$ cat src/rtl/trap_ctrl.sv
// Machine-mode trap/MRET sequencer at the commit point. It arbitrates interrupts,
// exceptions and MRET, drains the pipeline, pulses the CSR file and redirects fetch.
module trap_ctrl #(
   parameter int MXLEN       = 32,
   parameter bit VECTORED_EN = 1'b1
) (
   input  logic             i_clk,
   input  logic             i_rst_n,
   input  logic             i_inst_valid,
   input  logic [MXLEN-1:0] i_pc,
   input  logic [31:0]      i_inst,
   input  logic [MXLEN-1:0] i_addr,
   input  logic             i_exc_illegal,
   input  logic             i_exc_ecall,
   input  logic             i_exc_ebreak,
   input  logic             i_exc_ld_mis,
   input  logic             i_exc_st_mis,
   input  logic             i_mret,
   input  logic [MXLEN-1:0] i_mstatus,
   input  logic [MXLEN-1:0] i_mie,
   input  logic [MXLEN-1:0] i_mip,
   input  logic [MXLEN-1:0] i_mtvec,
   input  logic [MXLEN-1:0] i_mepc,
   input  logic             i_pipe_idle,
   input  logic             i_redirect_ack,
   output logic             o_stall,
   output logic             o_flush,
   output logic             o_trap_req,
   output logic             o_trap_mret,
   output logic [MXLEN-1:0] o_trap_cause,
   output logic [MXLEN-1:0] o_trap_tval,
   output logic [MXLEN-1:0] o_trap_pc,
   output logic [1:0]       o_priv_mode,
   output logic             o_redirect_valid,
   output logic [MXLEN-1:0] o_redirect_pc
);

   typedef enum logic [1:0] {
      ST_IDLE     = 2'd0,
      ST_DRAIN    = 2'd1,
      ST_TRAP     = 2'd2,
      ST_REDIRECT = 2'd3
   } state_e;

   localparam logic [1:0] PRIV_U = 2'b00;
   localparam logic [1:0] PRIV_M = 2'b11;

   // state_q is the observable FSM state for checkers bound to this block.
   state_e           state_q, state_d;
   logic [1:0]       priv_q, priv_d;
   logic             is_mret_q, is_mret_d;
   logic             is_irq_q, is_irq_d;
   logic [MXLEN-1:0] cause_q, cause_d;
   logic [MXLEN-1:0] tval_q, tval_d;
   logic [MXLEN-1:0] pc_q, pc_d;
   logic [MXLEN-1:0] rpc_q, rpc_d;
   logic             stall_q, stall_d;
   logic             flush_q, flush_d;
   logic             req_q, req_d;
   logic             mret_pulse_q, mret_pulse_d;
   logic             rvalid_q, rvalid_d;

   // Redirect handshake: o_redirect_valid rises in REDIRECT and o_redirect_pc stays
   // stable until a cycle with i_redirect_ack high; that edge drops valid and stall.

   logic [MXLEN-1:0] pend;
   logic             is_u;
   logic             irq_en;
   logic             irq_any;
   logic             irq_hit;
   logic [3:0]       irq_code;
   logic             exc_hit;
   logic [3:0]       exc_code;
   logic [MXLEN-1:0] exc_tval;
   logic             mret_hit;
   logic [MXLEN-1:0] irq_cause;

   always_comb begin
      pend     = i_mip & i_mie;
      is_u     = (priv_q == PRIV_U);
      irq_en   = is_u || i_mstatus[3];
      irq_any  = 1'b0;
      irq_code = 4'd0;
      if (pend[11]) begin
         irq_any  = 1'b1;
         irq_code = 4'd11;
      end else if (pend[3]) begin
         irq_any  = 1'b1;
         irq_code = 4'd3;
      end else if (pend[7]) begin
         irq_any  = 1'b1;
         irq_code = 4'd7;
      end
      irq_hit = irq_any && irq_en;

      irq_cause            = '0;
      irq_cause[MXLEN-1]   = 1'b1;
      irq_cause[3:0]       = irq_code;
   end

   // MRET from U-mode is reported as an illegal instruction.
   always_comb begin
      exc_hit  = 1'b1;
      exc_code = 4'd0;
      exc_tval = '0;
      if (i_exc_illegal || (i_mret && is_u)) begin
         exc_code = 4'd2;
         exc_tval = MXLEN'(i_inst);
      end else if (i_exc_ebreak) begin
         exc_code = 4'd3;
      end else if (i_exc_ecall) begin
         exc_code = is_u ? 4'd8 : 4'd11;
      end else if (i_exc_ld_mis) begin
         exc_code = 4'd4;
         exc_tval = i_addr;
      end else if (i_exc_st_mis) begin
         exc_code = 4'd6;
         exc_tval = i_addr;
      end else begin
         exc_hit = 1'b0;
      end
      mret_hit = i_mret && !is_u;
   end

   logic [MXLEN-1:0] tvec_base;
   logic [MXLEN-1:0] tvec_target;
   logic [MXLEN-1:0] mret_target;
   logic [1:0]       mret_priv;

   always_comb begin
      tvec_base   = i_mtvec & ~MXLEN'(3);
      tvec_target = tvec_base;
      if (VECTORED_EN && (i_mtvec[1:0] == 2'b01) && is_irq_q) begin
         tvec_target = tvec_base + (MXLEN'(cause_q[3:0]) << 2);
      end
      mret_target = i_mepc & ~MXLEN'(3);
      // Only U and M exist here; any MPP other than M returns to U.
      mret_priv   = (i_mstatus[12:11] == PRIV_M) ? PRIV_M : PRIV_U;
   end

   always_comb begin
      state_d      = state_q;
      priv_d       = priv_q;
      is_mret_d    = is_mret_q;
      is_irq_d     = is_irq_q;
      cause_d      = cause_q;
      tval_d       = tval_q;
      pc_d         = pc_q;
      rpc_d        = rpc_q;
      stall_d      = stall_q;
      flush_d      = 1'b0;
      req_d        = 1'b0;
      mret_pulse_d = 1'b0;
      rvalid_d     = rvalid_q;

      case (state_q)
         ST_IDLE: begin
            if (i_inst_valid && (irq_hit || exc_hit || mret_hit)) begin
               state_d   = ST_DRAIN;
               stall_d   = 1'b1;
               flush_d   = 1'b1;
               pc_d      = i_pc;
               is_irq_d  = irq_hit;
               is_mret_d = !irq_hit && !exc_hit;
               if (irq_hit) begin
                  cause_d = irq_cause;
                  tval_d  = '0;
               end else if (exc_hit) begin
                  cause_d = MXLEN'(exc_code);
                  tval_d  = exc_tval;
               end else begin
                  cause_d = '0;
                  tval_d  = '0;
               end
            end
         end
         ST_DRAIN: begin
            if (i_pipe_idle) begin
               state_d      = ST_TRAP;
               req_d        = !is_mret_q;
               mret_pulse_d = is_mret_q;
               priv_d       = is_mret_q ? mret_priv : PRIV_M;
               rpc_d        = is_mret_q ? mret_target : tvec_target;
            end
         end
         ST_TRAP: begin
            state_d  = ST_REDIRECT;
            rvalid_d = 1'b1;
         end
         ST_REDIRECT: begin
            if (i_redirect_ack) begin
               state_d  = ST_IDLE;
               rvalid_d = 1'b0;
               stall_d  = 1'b0;
            end
         end
         default: begin
            state_d = ST_IDLE;
         end
      endcase
   end

   always_ff @(posedge i_clk or negedge i_rst_n) begin
      if (!i_rst_n) begin
         state_q      <= ST_IDLE;
         priv_q       <= PRIV_M;
         is_mret_q    <= 1'b0;
         is_irq_q     <= 1'b0;
         cause_q      <= '0;
         tval_q       <= '0;
         pc_q         <= '0;
         rpc_q        <= '0;
         stall_q      <= 1'b0;
         flush_q      <= 1'b0;
         req_q        <= 1'b0;
         mret_pulse_q <= 1'b0;
         rvalid_q     <= 1'b0;
      end else begin
         state_q      <= state_d;
         priv_q       <= priv_d;
         is_mret_q    <= is_mret_d;
         is_irq_q     <= is_irq_d;
         cause_q      <= cause_d;
         tval_q       <= tval_d;
         pc_q         <= pc_d;
         rpc_q        <= rpc_d;
         stall_q      <= stall_d;
         flush_q      <= flush_d;
         req_q        <= req_d;
         mret_pulse_q <= mret_pulse_d;
         rvalid_q     <= rvalid_d;
      end
   end

   assign o_stall          = stall_q;
   assign o_flush          = flush_q;
   assign o_trap_req       = req_q;
   assign o_trap_mret      = mret_pulse_q;
   assign o_trap_cause     = cause_q;
   assign o_trap_tval      = tval_q;
   assign o_trap_pc        = pc_q;
   assign o_priv_mode      = priv_q;
   assign o_redirect_valid = rvalid_q;
   assign o_redirect_pc    = rpc_q;

endmodule

$ cat config.mk
export PLATFORM = sky130hd
export DESIGN_NAME = trap_ctrl
export DESIGN_NICKNAME = d
export VERILOG_FILES = /design/src/rtl/trap_ctrl.sv
export SDC_FILE = /design/constraint.sdc
export NUM_CORES = 1
export LEC_CHECK = 0
export ABC_AREA = 1
export BUFFER_PORTS_ARGS = -buffer_cell sky130_fd_sc_hd__buf_2
export CORE_AREA = 2 2 157 159
export CTS_CLUSTER_DIAMETER = 80
export DETAILED_ROUTE_END_ITERATION = 8
export DIE_AREA = 0 0 159 161
export PLACE_DENSITY = 0.51
export REMOVE_ABC_BUFFERS = 1
export SLEW_MARGIN = 20
export SYNTH_ARGS = -nofsm -noshare
export SYNTH_HDL_FRONTEND = slang
export SYNTH_SLANG_ARGS = --single-unit
$ cat constraint.sdc
create_clock -name i_clk -period 2.5 [get_ports i_clk]
set_input_delay 0.125 -clock i_clk [delete_from_list [all_inputs] [get_ports i_clk]]
set_output_delay 0.125 -clock i_clk [all_outputs]
set_load 0.03 [all_outputs]
==> out/qor.yml, run 1 <==
grt_pass1_wl_microns: 32900
clock_sinks: 108
fillers: 2651
overflow: 0
grt_use_total_pct: 16.0
fmaxAchievable_mhz: 458
fin_crit_sh_pct: 87.3
portBuffers: 283
finalHoldViolCount: 0
async_reset_ff_share_pct: 100
drive_gt1_share_pct: 29.8
path_cells: "inv_2 > a21oi_4 > nand2_2 > nor2_2 > nand3_2 > nand3_4 > inv_2 > nand3_1 > o21ai_0"
synth_warnings: 0
syn_avg_cell_area_sq_um: 7.53
final_util_pct: 36.0
clk_latency_ns: 0.36
power_w: 0.00896
hpwl_microns: 15600
ff_latch_area_sq_mm: 0.00270
gp_congestion: 0.845
dominantRegCellSynth: "dfrtp_1"
htree_num_levels: 3
cp-end-kind: "flip-flop"
drt_first_iter_violations: 261
synth_seq_area_share_pct: 43.9
max_stage_delay_ns: 0.59
crit_required_ns: 2.71
initial_utilization_pct: 25.7
io_pins: 402
drt_wl_total_microns: 20600
cts-root-buf: "clkbuf_16"
holdWs_ns: 0.0143
ctsResizeCount: 0
drc: 0
hp-class: "in2reg"
antenna_found_initial: 0
die_y_microns: 161
cts_buffers: 9
path_common_cell: "inv_2"
die_w_microns: 159
drv_cap: 0
critical_path.max_fanout: 37
finalSetupViolations: 0
synth-seq-cells: 108
outcome: "finished, final reports clean"
slowest_stage: "dfstp_2"
place_ws_ns: 0.295
netlist_instances: 817
areaGrowthSynthToFinish_pct: 40.4
leakagePower_nw: 4.75
min_period_ns: 2.18
dieArea_sq_mm: 0.0256
maxSlewViolCount: 0
critPathTopFamily: "simple AND/OR/NAND/NOR gates"
vias: 6247
cts_tree: "built"
multi_input_area_sq_mm: 0.00286
num_antenna_cells: 0
fin_skew_ns: 0.0147
placed_cell_area_sq_mm: 0.00778
postRouteAntennaNets: 0
path_buf_inv: 2
nets: 1419
critPathLaunchType: "flip-flop"
clockBufferDepth: 2
tightest_slew_ns: 1.08
grt_max_degree: 67
setup_ws_ns: 0.319
synth_cell_type_count: 37
wl_per_cell_microns: 14.0
vdd_drop_max_uv: 446
critPathKind: "reg2reg"
core_area_sq_mm: 0.0240
grt_pass1_vias: 6290
rsz0062_at_grt: "false"
clkSlewWorstSetupHoldPaths_ns: 0.08
layout_commonest_cell: "nand2_1"
syn_area_sq_mm: 0.00615
synth-edff-count: 0
rows: 57
powerDensity_mw_per_mm2: 1040
drtPass1Iterations: 4
viasPerCell: 4.25
slew_headroom_pct: 28.2
worstPathArrival_ns: 2.39
layout_common_cells: "nand2_1, buf_2, dfrtp_1"
fin_area_sq_mm: 0.00864
metal layers:
layer  global-route usage (%)  up-vias  part of all wire, %
met1                     20.4     2819                   45
li1                         -     3191                    -
met3                     4.13       11                  7.0
met5                        0        -                    0
met4                     3.31        0                  1.0
met2                     27.6      226                   47
registers in the layout (all words and copies together), names as in the netlist, 2 cells and up:
signal and cells:
o_redirect_pc 30, o_trap_cause 4, o_trap_pc 32, o_trap_tval 32
state_q 2
metrics by stage:
stage                     TNS, ns  cells
after floorplan            -25.07    781
after global placement          0   1400
after detailed placement        0   1400
after CTS                       0   1471
after global routing            0   1471
final                           0   1471
final timing paths:
path                                                 start                             to  slack, ns  depth (start not counted)
worst min-delay path                             i_mepc[3]   o_redirect_pc[3]$_DFFE_PN0P_       0.01                          3
worst min register to register   o_trap_pc[15]$_DFFE_PN0P_      o_trap_pc[15]$_DFFE_PN0P_       0.48                          2
min in group asynchronous                          i_rst_n  o_redirect_pc[30]$_DFFE_PN0P_       0.31                          2
worst max register to register  o_priv_mode[0]$_DFFE_PN1P_          is_mret_q$_DFFE_PN0P_       0.32                          9
max in group asynchronous                          i_rst_n    o_trap_tval[11]$_DFFE_PN0P_       1.40                          3
worst max-delay path            o_priv_mode[0]$_DFFE_PN1P_          is_mret_q$_DFFE_PN0P_       0.32                          9
kinds of logic (layout without fill, tap and decap cells):
kind of cell / Yosys count / count (layout) / share of synthesized area (%)
and+or+nand+nor: 420 / 420 / 27.5
DFF: 108 / 108 / 43.9
other: 1 / 29 / 0.0610
AOI/OAI and AO/OA: 129 / 129 / 13.2
xor gates and xnor gates: 12 / 12 / 1.71
buffers and inverters: 137 / 439 / 11.4
adders and majority gates: 10 / 10 / 2.16
final cells by class:
cell class / instances / area share (%)
multi-input combinational: 600 / 33.1
sequential: 108 / 31.3
timing repair buffer: 350 / 24.1
tap: 324 / 4.69
inverter: 73 / 3.17
clock buffer: 9 / 2.61
clock inverter: 7 / 0.956
Yosys cell counts (2+ instances only):
library cell,count,share of area [%]
or2_2,2,0.20
xnor2_1,5,0.71
a22oi_1,29,3.5
buf_4,32,3.9
xor2_1,7,1.0
nand3_1,39,3.2
nand4_1,7,0.71
inv_1,71,4.3
nor2_2,3,0.31
o21ai_2,17,2.4
a21oi_1,5,0.41
nand2_1,322,20
ha_1,9,1.8
dfrtp_1,107,44
o21bai_1,4,0.49
buf_6,6,1.1
clkbuf_1,15,0.92
nor3_1,5,0.41
buf_2,10,0.81
inv_2,2,0.12
o21ai_0,69,5.6
nor2_1,36,2.2
repair_timing:
action | in CTS | in global routing
buffers inserted | 0 | 0
hold buffers | 55 | 0
hold endpoints to repair | 96 | 0
worst reg2reg max path: cells and delay by family (launching register included):
family                 cells  cell delay (ns)
flip-flops                 1             0.59
buffers and inverters      2             0.43
AO/OA/AOI/OAI              2             0.26
AND/OR/NAND/NOR            5             0.75
report_power, final:
group | total [W] | internal, W | switching (W) | leakage [nW]
Sequential | 0.00291 | 0.00249 | 0.000417 | 1.37
Clock | 0.00152 | 0.000726 | 0.000792 | 0.148
Combinational | 0.00453 | 0.00139 | 0.00315 | 3.23
No activity file was read; power rests on OpenSTA's default activity.
==> inputs of run 2 (changes only) <==
--- a/config.mk
+++ b/config.mk
@@ -9,2 +9,4 @@
 export BUFFER_PORTS_ARGS = -buffer_cell sky130_fd_sc_hd__buf_2
+export CELL_PAD_IN_SITES_DETAIL_PLACEMENT = 1
+export CELL_PAD_IN_SITES_GLOBAL_PLACEMENT = 1
 export CORE_AREA = 2 2 157 159
@@ -13,3 +15,3 @@
 export DIE_AREA = 0 0 159 161
-export PLACE_DENSITY = 0.51
+export PLACE_DENSITY = 0.72
 export REMOVE_ABC_BUFFERS = 1
==> constraint.sdc (replaced) <==
create_clock -name i_clk -period 2.5 [get_ports i_clk]
set_input_delay 0.625 -clock i_clk [delete_from_list [all_inputs] [get_ports i_clk]]
set_output_delay 0.625 -clock i_clk [all_outputs]
set_load 0.03 [all_outputs]
==> out/qor.yml, run 2 (synthesis results as in run 1) <==
outcome: "finished, final reports clean"  # unchanged
io_pins: 402  # unchanged
grt_pass1_wl_microns: 34600  # was 32,900 microns
die_y_microns: 161  # unchanged
drv_cap: 0  # unchanged
path_cells: "ha_1 > nand2_1 > inv_1 > nand2_1 > nand2_1 > nand4_1 > nor2_2 > nand2_1 > nand2_1 > nand2_1 > nand2_1 > nand2_1"  # was inv_2 > a21oi_4 > nand2_2 > nor2_2 > nand3_2 > nand3_4 > inv_2 > nand3_1 > o21ai_0
drt_first_iter_violations: 193  # was 261
viasPerCell: 4.38  # was 4.25
finalHoldViolCount: 0  # unchanged
leakagePower_nw: 4.59  # was 4.75 nW
dieArea_sq_mm: 0.0256  # unchanged
use_met2_pct: 29.0  # was 27.6%
nets: 1375  # was 1,419
hp-class: "in2async"  # was in2reg
slew_headroom_pct: 56.7  # was 28.2%
rrSetupSlack_ns: 0.47  # was 0.32 ns
overflow: 0  # unchanged
critical_path.max_fanout: 5  # was 37
ctsHoldBuffers: 0  # was 55
cts_tree: "built"  # unchanged
wl_per_cell_microns: 15.4  # was 14.0 microns
layout_commonest_cell: "nand2_1"  # unchanged
fin_skew_ns: 0.0189  # was 0.0147 ns
drt_wl_total_microns: 21900  # was 20,600 microns
clk_latency_ns: 0.36  # about the same
htree_num_levels: 3  # unchanged
layout_common_cells: "nand2_1, buf_2, dfrtp_1"  # unchanged
stdcell_count: 1428  # was 1,471
drtPass1Iterations: 4  # unchanged
areaGrowthSynthToFinish_pct: 33.2  # was 40.4%
grtUsageMet1_pct: 21.4  # was 20.4%
max_stage_delay_ns: 0.42  # was 0.59 ns
ctsResizeCount: 0  # unchanged
cp-end-kind: "flip-flop"  # unchanged
drive_gt1_share_pct: 32.0  # was 29.8%
maxSlewViolCount: 0  # unchanged
portBuffers: 283  # unchanged
drc: 0  # unchanged
die_w_microns: 159  # unchanged
path_common_cell: "nand2_1"  # was inv_2
vias: 6248  # was 6,247
rows: 57  # unchanged
clock_sinks: 108  # unchanged
clockBufferDepth: 2  # unchanged
core_area_sq_mm: 0.0240  # unchanged
slowest_stage: "dfrtp_1"  # was dfstp_2
finalSetupViolations: 0  # unchanged
fin_crit_sh_pct: 81.2  # was 87.3%
cts-root-buf: "clkbuf_16"  # unchanged
holdWs_ns: 0.256  # was 0.0143 ns
rsz0062_at_grt: "false"  # unchanged
top_usage_layer: "met2"  # unchanged
critPathLaunchType: "flip-flop"  # unchanged
critPathKind: "reg2reg"  # unchanged
cts_buffers: 9  # unchanged
grt_use_total_pct: 17.0  # was 16.0%
crit_required_ns: 2.74  # was 2.71 ns
grt_max_degree: 40  # was 67
grt_use_met3_pct: 4.98  # was 4.13%
grt_pass1_vias: 6575  # was 6,290
dp.cells: 1411  # was 1,400
worstPathArrival_ns: 2.27  # was 2.39 ns
initial_utilization_pct: 25.7  # unchanged
fmaxAchievable_mhz: 493  # was 458 MHz
setup_ws_ns: 0.470  # was 0.319 ns
antenna_found_initial: 2  # was 0
postRouteAntennaNets: 0  # unchanged
powerDensity_mw_per_mm2: 1100  # was 1040 mW/mm^2
place_ws_ns: 0.109  # was 0.295 ns
min_period_ns: 2.03  # was 2.18 ns
vdd_drop_max_uv: 503  # was 446 uV
cts_setup_buffers: 0  # unchanged
hpwl_microns: 17600  # was 15,600 microns
tightest_slew_ns: 0.649  # was 1.08 ns
clkSlewWorstSetupHoldPaths_ns: 0.10  # was 0.08 ns
gp_congestion: 0.857  # was 0.845
run 2: changes by cell type in the layout (fill, tap and decap cells not counted):
cell,before,now
inv_6,1,2
clkinvlp_4,1,0
buf_12,2,4
diode_2,0,1
clkinv_4,0,1
inv_8,3,2
dlygate4sd3_1,55,0
buf_4,11,20
run 2: metrics by stage:
step | setup TNS (ns) | total power, W | cell area, sq um | utilization (%)
detailed placement | 0 | 0.00762 | 7890 | 32.9
global route | 0 | 0.00970 | 8190 | 34.2
CTS | 0 | 0.00918 | 8190 | 34.2
finish | 0 | 0.00904 | 8200 | 34.2
global placement | 0 | 0.00751 | 7890 | 32.9
floorplan | -32.87 | 0.00587 | 5830 | -
run 2: critical path: cells and delay by family (launching register included):
kind	cells	cell delay, ns
DFF	1	0.42
buffers and inverters	1	0.07
and+or+nand+nor	10	1.04
adders and majority gates	1	0.39
run 2: per-layer routing:
metal  vias up  part of all wire [%]
li1       3096                     -
met1      2913                    44
met2       218                    47
met3        19                   7.0
met4         2                   1.4
met5         -                 0.059
run 2: layout make-up:
type | count | area [sq um]
Clock inverter | 7 | 81.3
Inverter | 73 | 274
Antenna cell | 1 | 2.50
Multi-Input combinational cell | 600 | 2860
Tap cell | 324 | 405
Clock buffer | 9 | 225
Fill cell | 3086 | 15800
Timing Repair Buffer | 306 | 1640
Sequential cell | 108 | 2700
run 2: path summary, 6_finish.rpt:
check                                            start                            end  depth (start not counted)
setup / recovery           o_trap_cause[2]$_DFFE_PN0P_  o_redirect_pc[24]$_DFFE_PN0P_                         12
hold / removal                                 i_rst_n         state_q[1]$_DFFE_PN0P_                          1
setup reg to reg           o_trap_cause[2]$_DFFE_PN0P_  o_redirect_pc[24]$_DFFE_PN0P_                         12
hold reg to reg             o_trap_tval[5]$_DFFE_PN0P_     o_trap_tval[5]$_DFFE_PN0P_                          2
max in group asynchronous                      i_rst_n      o_trap_pc[24]$_DFFE_PN0P_                          2
min in group i_clk                            i_pc[22]      o_trap_pc[22]$_DFFE_PN0P_                          3
run 2: power breakdown:
| part | leakage (nW) | internal [W] | switching (W) | total [W] |
|---|---|---|---|---|
| Combinational | 3.06 | 0.00140 | 0.00321 | 0.00460 |
| Sequential | 1.37 | 0.00249 | 0.000423 | 0.00291 |
| Clock | 0.150 | 0.000725 | 0.000795 | 0.00152 |
